<file path="config.mk">
export PLATFORM = sky130hd
export DESIGN_NAME = datapath_xyz_flat
export DESIGN_NICKNAME = d
export VERILOG_FILES = /design/src/rtl/datapath_xyz_if.sv /design/src/rtl/datapath_xyz.sv /design/src/flat_wrapper.sv
export SDC_FILE = /design/constraint.sdc
export NUM_CORES = 1
export LEC_CHECK = 0
export ABC_AREA = 0
export ABC_CLOCK_PERIOD_IN_PS = 2100
export BUFFER_PORTS_ARGS = -buffer_cell sky130_fd_sc_hd__buf_2
export CAP_MARGIN = 0
export CORE_UTILIZATION = 48
export DETAILED_ROUTE_END_ITERATION = 8
export HOLD_SLACK_MARGIN = 0.08
export PLACE_DENSITY = 0.78
export SYNTH_ARGS = -nofsm -noshare
export SYNTH_HDL_FRONTEND = slang
export SYNTH_SLANG_ARGS = --single-unit
</file>
<file path="constraint.sdc">
create_clock -name i_clk -period 2.1 [get_ports i_clk]
set_clock_uncertainty 0.1 [all_clocks]
set_input_delay 0 -clock i_clk [delete_from_list [all_inputs] [get_ports i_clk]]
set_output_delay 0 -clock i_clk [all_outputs]
set_load 0.01 [all_outputs]
</file>
<file path="src/rtl/datapath_xyz_if.sv">
// Command/status bundle for datapath_xyz: command fields in, register views and status out.
// The master side issues commands; the slave side is the datapath.
interface datapath_xyz_if #(
  parameter int unsigned N = 8
);
  logic         i_valid;
  logic [1:0]   i_tx;
  logic [1:0]   i_ty;
  logic [1:0]   i_tz;
  logic         i_tula;
  logic [N-1:0] i_entrada;
  logic [N-1:0] o_saida;
  logic [N-1:0] o_reg_x;
  logic [N-1:0] o_reg_y;
  logic         o_carry;
  logic         o_done;

  modport master (
    output i_valid, i_tx, i_ty, i_tz, i_tula, i_entrada,
    input  o_saida, o_reg_x, o_reg_y, o_carry, o_done
  );

  modport slave (
    input  i_valid, i_tx, i_ty, i_tz, i_tula, i_entrada,
    output o_saida, o_reg_x, o_reg_y, o_carry, o_done
  );
endinterface

</file>
<file path="src/rtl/datapath_xyz.sv">
// Three-register (X/Y/Z) datapath with an add/subtract ALU feeding Y.
// One command per Valid edge; Done acknowledges it one cycle later.
module datapath_xyz #(
  parameter int unsigned N = 8
) (
  input  logic          i_clk,
  input  logic          i_rst_n,
  datapath_xyz_if.slave bus
);

  localparam logic [1:0] CodeHold  = 2'b00;
  localparam logic [1:0] CodeLoad  = 2'b01;
  localparam logic [1:0] CodeShift = 2'b10;
  localparam logic [1:0] CodeClear = 2'b11;

  logic [N-1:0] r_x, r_y, r_z;
  logic         r_carry;
  logic         r_done;

  logic [N:0]   w_alu;
  logic [N-1:0] w_x_d, w_y_d, w_z_d;
  logic         w_carry_d;

  function automatic logic [N-1:0] f_next(input logic [1:0]   code,
                                          input logic [N-1:0] cur,
                                          input logic [N-1:0] src);
    logic [N-1:0] res;
    res = cur;
    case (code)
      CodeHold:  res = cur;
      CodeLoad:  res = src;
      CodeShift: res = cur >> 1;
      CodeClear: res = '0;
      default:   res = cur;
    endcase
    return res;
  endfunction

  // Bit N is carry-out for add and borrow (X > Y) for subtract.
  always_comb begin
    if (bus.i_tula) begin
      w_alu = {1'b0, r_y} - {1'b0, r_x};
    end else begin
      w_alu = {1'b0, r_x} + {1'b0, r_y};
    end
  end

  always_comb begin
    w_x_d     = f_next(bus.i_tx, r_x, bus.i_entrada);
    w_y_d     = f_next(bus.i_ty, r_y, w_alu[N-1:0]);
    w_z_d     = f_next(bus.i_tz, r_z, r_y);
    w_carry_d = r_carry;
    if (bus.i_ty == CodeLoad) begin
      w_carry_d = w_alu[N];
    end else if (bus.i_ty == CodeClear) begin
      w_carry_d = 1'b0;
    end
  end

  always_ff @(posedge i_clk or negedge i_rst_n) begin
    if (!i_rst_n) begin
      r_x     <= '0;
      r_y     <= '0;
      r_z     <= '0;
      r_carry <= 1'b0;
      r_done  <= 1'b0;
    end else begin
      r_done <= bus.i_valid;
      if (bus.i_valid) begin
        r_x     <= w_x_d;
        r_y     <= w_y_d;
        r_z     <= w_z_d;
        r_carry <= w_carry_d;
      end
    end
  end

  assign bus.o_saida = r_z;
  assign bus.o_reg_x = r_x;
  assign bus.o_reg_y = r_y;
  assign bus.o_carry = r_carry;
  assign bus.o_done  = r_done;

endmodule
</file>
<file path="src/flat_wrapper.sv">
// flat-port wrapper written by rule: the top's interface ports become plain ports
module datapath_xyz_flat 
#(
  parameter int unsigned N = 8
)
  (i_clk, i_rst_n, bus_i_valid, bus_i_tx, bus_i_ty, bus_i_tz, bus_i_tula, bus_i_entrada, bus_o_saida, bus_o_reg_x, bus_o_reg_y, bus_o_carry, bus_o_done);
  datapath_xyz_if #(.N(N)) bus_i ();
  input  logic i_clk;
  input  logic i_rst_n;
  input wire logic [$bits(bus_i.i_valid)-1:0] bus_i_valid;
  input wire logic [$bits(bus_i.i_tx)-1:0] bus_i_tx;
  input wire logic [$bits(bus_i.i_ty)-1:0] bus_i_ty;
  input wire logic [$bits(bus_i.i_tz)-1:0] bus_i_tz;
  input wire logic [$bits(bus_i.i_tula)-1:0] bus_i_tula;
  input wire logic [$bits(bus_i.i_entrada)-1:0] bus_i_entrada;
  output wire logic [$bits(bus_i.o_saida)-1:0] bus_o_saida;
  output wire logic [$bits(bus_i.o_reg_x)-1:0] bus_o_reg_x;
  output wire logic [$bits(bus_i.o_reg_y)-1:0] bus_o_reg_y;
  output wire logic [$bits(bus_i.o_carry)-1:0] bus_o_carry;
  output wire logic [$bits(bus_i.o_done)-1:0] bus_o_done;
  assign bus_i.i_valid = bus_i_valid;
  assign bus_i.i_tx = bus_i_tx;
  assign bus_i.i_ty = bus_i_ty;
  assign bus_i.i_tz = bus_i_tz;
  assign bus_i.i_tula = bus_i_tula;
  assign bus_i.i_entrada = bus_i_entrada;
  assign bus_o_saida = bus_i.o_saida;
  assign bus_o_reg_x = bus_i.o_reg_x;
  assign bus_o_reg_y = bus_i.o_reg_y;
  assign bus_o_carry = bus_i.o_carry;
  assign bus_o_done = bus_i.o_done;
  datapath_xyz #(.N(N)) u_core (.i_clk(i_clk), .i_rst_n(i_rst_n), .bus(bus_i));
endmodule
</file>
# Yosys cells after proc, flatten, opt, wreduce, memory -nomap -nowiden
# Cells that the tools add are included.
# word_totals
mem_count,0
rom_bits,0
regBits,26
elab_cells,33
input_bits,18
out_inout_bits,26
ram_bits,0
latchBits,0
# classes
div,0
n_bitwise,3
n_mul,0
n_mux,6
add_sub_neg,2
magnitude_cmp,0
eq_ne,9
n_shift,0
reduce_logical,8
# op_table
op,count
$pmux W8 S3,3
$eq A2 B2 Y1 const B,6
$add A8 B8 Y9,1
$mux W9,1
$sub A8 B8 Y9,1
$reduce_and A2 Y1,4
$eq A2 B1 Y1 const B,3
$logic_not A2 Y1,3
$not A1 Y1,3
$mux W1,2
$reduce_bool A2 Y1,1

# Logic depth before layout (Yosys ltp)
# logic_depth
word_depth,3
ltp_mapped,10
mapped_depth_nobuf,10

# Worst setup path before layout
# No wires, ideal clock.
# synth_timing
path_kind,register -> register
from,register u_core.r_x[1] (netlist: u_core.bus.o_reg_x[1])
to,register u_core.r_y[6] (netlist: u_core.bus.o_reg_y[6])
setup_time_ns,0.128
n_path_buf,0
setup_slack_ns,-0.250
synth_period_minus_slack_ns,2.350
stages_incl_launch_ff,10
t_arrival_ns,2.122
required_time_ns,1.872
path_cell_list,dfrtp_1 > inv_1 > ha_1 > mux2i_1 > fa_1 > a211oi_1 > o21bai_1 > a21oi_1 > xor2_1 > o21ai_0
# synth_between
elab_chain_len,3
elab_cells_between_ends,4
classes_between,2 x add/sub; 2 x mux
# synth_rtl
element,line,text
start: declaration,datapath_xyz.sv:16,"logic [N-1:0] r_x, r_y, r_z;"
start signal: assignment,datapath_xyz.sv:70,r_x <= w_x_d;
$add A8 B8 Y9 / $sub A8 B8 Y9 (equally long branches),"datapath_xyz.sv:44, datapath_xyz.sv:42",
$mux W9 *,datapath_xyz.sv:41,if (bus.i_tula) begin
$pmux W8 S3 *,datapath_xyz.sv:29,case (code)
end signal: assignment,datapath_xyz.sv:71,r_y <= w_y_d;
end: declaration,datapath_xyz.sv:16,
# Every way passes the cells marked *; elsewhere a longest branch is shown, timed or not.
# A chain may end at the register's enable or synchronous reset.

# Final worst setup path
# layout_timing
from,register u_core.r_x[2] (netlist: u_core.bus.o_reg_x[2])
to,register u_core.r_carry (netlist: u_core.bus.o_carry)
# layout_between
elab_chain_len,3
elab_cells_between_ends,4
classes_between,2 x add/sub; 2 x mux
# layout_rtl
element,line,text
$add A8 B8 Y9 / $sub A8 B8 Y9 (equally long branches),"datapath_xyz.sv:44, datapath_xyz.sv:42",
$mux W9 *,datapath_xyz.sv:41,
$mux W1 *,datapath_xyz.sv:53,if (bus.i_ty == CodeLoad) begin
end signal: assignment,datapath_xyz.sv:73,r_carry <= w_carry_d;
end: declaration,datapath_xyz.sv:17,logic r_carry;
# Marks and branches as above.

==> impl_metrics.yaml <==
outcome:
  outcome: "finished with violations"
  violations: "negative setup slack"
layout:
  drive_above_1_share: 0.363
  area_delta_synth_final_pct: 45.1
  antenna_cells: 0
  nets: 324
  fillers: 227
pwr:
  p_leak_nw: 1.17
  power_density_nw_per_um2: 1150
  p_sw_frac: 0.418
  seqPwrFrac: 0.276
  p_switching_mw: 1.23
  vdd_drop_max_mv: 0.634
  intPower_mw: 1.72
  clkPwrFrac: 0.105
  comb_power_share: 0.618
  finalPower_mw: 2.96
drt:
  wl_um: 5650
  wire_per_inst_um: 16.6
  drtIter0Drc: 274
  drc_errors: 0
  ant_nets: 0
  vias: 1998
  vias_per_cell: 5.86
  firstDrtPassIters: 5
sta:
  maxSlewViolCount: 0
  hold_viol: 0
  post-route-period-util: 1.16
  fin_crit_ps: 2430
  setup_viol: 5
  setup_ws_ps: -332
  worst_pin_slew_ps: 612
  max_freq_ghz: 0.411
  relSlewSlack: 0.592
  whs_ps: 114
  rsz0062_at_grt: "true"
worst_setup_path:
  path_class: "flop to flop"
  crit_path_start_kind: "flop"
  cp.arrival_ps: 2500
  path_max_fanout: 6
  crit_required_ps: 2170
  crit_path_end_kind: "flop"
yosys:
  synth_top_cell_area_share: 0.366
  ys_ff_latch: 26
  avgSynthCellArea_um2: 8.68
  synth_most_common_cell: "dfrtp_1"
  synthesis.nets: 233
  synth_area_leader_cell: "dfrtp_1"
  synth_flop_cell: "dfrtp_1"
  synth_common_cells: "dfrtp_1 (26), a21oi_1 (22), o21ai_0 (18), nand2_1 (14), nand2b_1 (14)"
  yosysWarnings: 0
  yosysSeqAreaShare: 0.366
  async_reset_ff_frac: 1.00
  synth_area_um2: 1780
  synthCells: 205
  ys_types: 35
  synthTopCellsByArea: "dfrtp_1 (37%), ha_1 (6.3%), a21oi_1 (6.2%)"
  synth_edf_count: 0
clock_tree:
  cts_tree: "built"
  root_buffer: "clkbuf_8"
  insertion_delay_ps: 280
  cts_buffers: 3
  h-tree-depth: 1
  cts.path.max_buffers: 2
  clkTransAtPathRegs_ps: 90
  cts.sinks: 26
grt:
  first_global_vias: 1874
  grt_start_max_net_pins: 27
  grt_use_total: 0.292
  antenna_found_initial: 0
  grt_pass1_wl_um: 9120
  overflow: 0
floorplan:
  start_util: 0.517
  core_um2: 3440
  dieArea_um2: 3950
  die_h_um: 62.9
  rows: 21
  pin_count: 44
  die_w_um: 62.9
place:
  routabilityCongestion: 0.873
  dp_hpwl_um: 3640
  port_buffers: 43
hold_path:
  hp-class: "input pin to flop"
flow_run:
  max_cap_viol_count: 0
-- cell families after synthesis --
family,Yosys count,share of synthesized area
adders and majority gates,10,0.0745
DFF,26,0.366
xor gates and xnor gates,10,0.0492
muxes,1,0.00563
and+or+nand+nor,65,0.191
AOI/OAI and AO/OA,77,0.278
buffers and inverters,16,0.0359
-- area by class of cell --
cell class | count | area, µm² | area share
clock buffer | 4 | 45.0 | 0.0175
sequential | 26 | 657 | 0.254
inverter | 6 | 22.5 | 0.00873
timing repair buffer | 96 | 656 | 0.254
tap | 46 | 57.6 | 0.0223
multi-input combinational | 163 | 1140 | 0.443
-- path summary, 6_finish.rpt --
path | slack, ps | startpoint | depth (start not counted) | end
max | -330 | u_core.bus.o_reg_x[2]$_DFFE_PN0P_ | 10 | u_core.bus.o_carry$_DFFE_PN0P_
min | 110 | bus_i_tx[0] | 4 | u_core.bus.o_reg_x[4]$_DFFE_PN0P_
max reg2reg | -330 | u_core.bus.o_reg_x[2]$_DFFE_PN0P_ | 10 | u_core.bus.o_carry$_DFFE_PN0P_
min reg2reg | 450 | u_core.bus.o_saida[0]$_DFFE_PN0P_ | 1 | u_core.bus.o_saida[0]$_DFFE_PN0P_
max in group asynchronous | 1310 | i_rst_n | 2 | u_core.bus.o_reg_x[2]$_DFFE_PN0P_
min in group asynchronous | 150 | i_rst_n | 2 | u_core.bus.o_saida[2]$_DFFE_PN0P_
-- per-stage QoR --
step / std cells / util / TNS (ps) / cell area (µm²) / setup WS (ps)
final: 341 / 0.750 / -1050 / 2580 / -332
after global routing: 341 / 0.750 / -1590 / 2580 / -408
after CTS: 338 / 0.737 / -855 / 2540 / -227
after detailed placement: 314 / 0.659 / -923 / 2270 / -257
after global placement: 314 / 0.659 / -874 / 2270 / -258
after floorplan: 205 / - / -502 / 1810 / -141
-- critical path, stage by stage (launching register included) --
cell and delay [ps]:
dfrtp_2 470, or3_4 390, nor3_4 150, a31oi_2 140, xnor2_1 150, ha_1 320, a21oi_2 160, o211ai_1 110
nand2_1 100, xnor2_1 140, o21ai_1 100
-- timing repair --
item / 4_1_cts / 5_1_grt
resized for setup: 9 / 7
buffers inserted: 3 / 3
gates cloned: 0 / 0
hold buffers: 17 / 0
pin swaps: 7 / 2
setup endpoints to repair: 7 / 7
hold endpoints to repair: 48 / 0
-- registers in the layout, summed over array words and instances, names as in the netlist --
name and count:
u_core.bus.o_saida 8, u_core.bus.o_reg_y 8, u_core.bus.o_done 1, u_core.bus.o_carry 1, u_core.bus.o_reg_x 8
-- metal layers --
| layer | vias up | GRT usage | wire, µm |
|---|---|---|---|
| met2 | 101 | 0.457 | 2740 |
| met3 | 16 | 0.0292 | 337 |
| met5 | - | 0 | 0 |
| met4 | 0 | 0.116 | 140 |
| met1 | 948 | 0.409 | 2430 |
| li1 | 933 | - | - |
-- power by group through the flow --
stage | clock network (mW) | logic (mW) | registers, mW
floorplan | 0 | 0.861 | 0.877
global placement | 0 | 1.55 | 0.810
detailed placement | 0 | 1.59 | 0.818
CTS | 0.305 | 1.69 | 0.809
global route | 0.323 | 1.99 | 0.835
finish | 0.312 | 1.83 | 0.817
-- cells in the final DEF (no fill, tap or decap), types with 2 or more instances in the layout --
cell type / instances
o21ai_0: 12
nor2_1: 12
a31oi_1: 3
o22ai_1: 2
a22oi_1: 7
nor3_2: 2
dfrtp_1: 21
nand2_1: 14
nand3_1: 13
inv_1: 4
dlygate4sd3_1: 17
dfrtp_2: 5
o21ai_1: 8
xor2_1: 3
a21oi_2: 4
buf_2: 43
o21a_1: 3
a211oi_2: 2
nor2b_1: 4
xnor2_1: 6
a21oi_1: 18
a221o_1: 10
ha_1: 8
clkbuf_8: 3
inv_2: 2
buf_4: 36
nand2b_1: 14
Power figures use the tool's default switching activity.
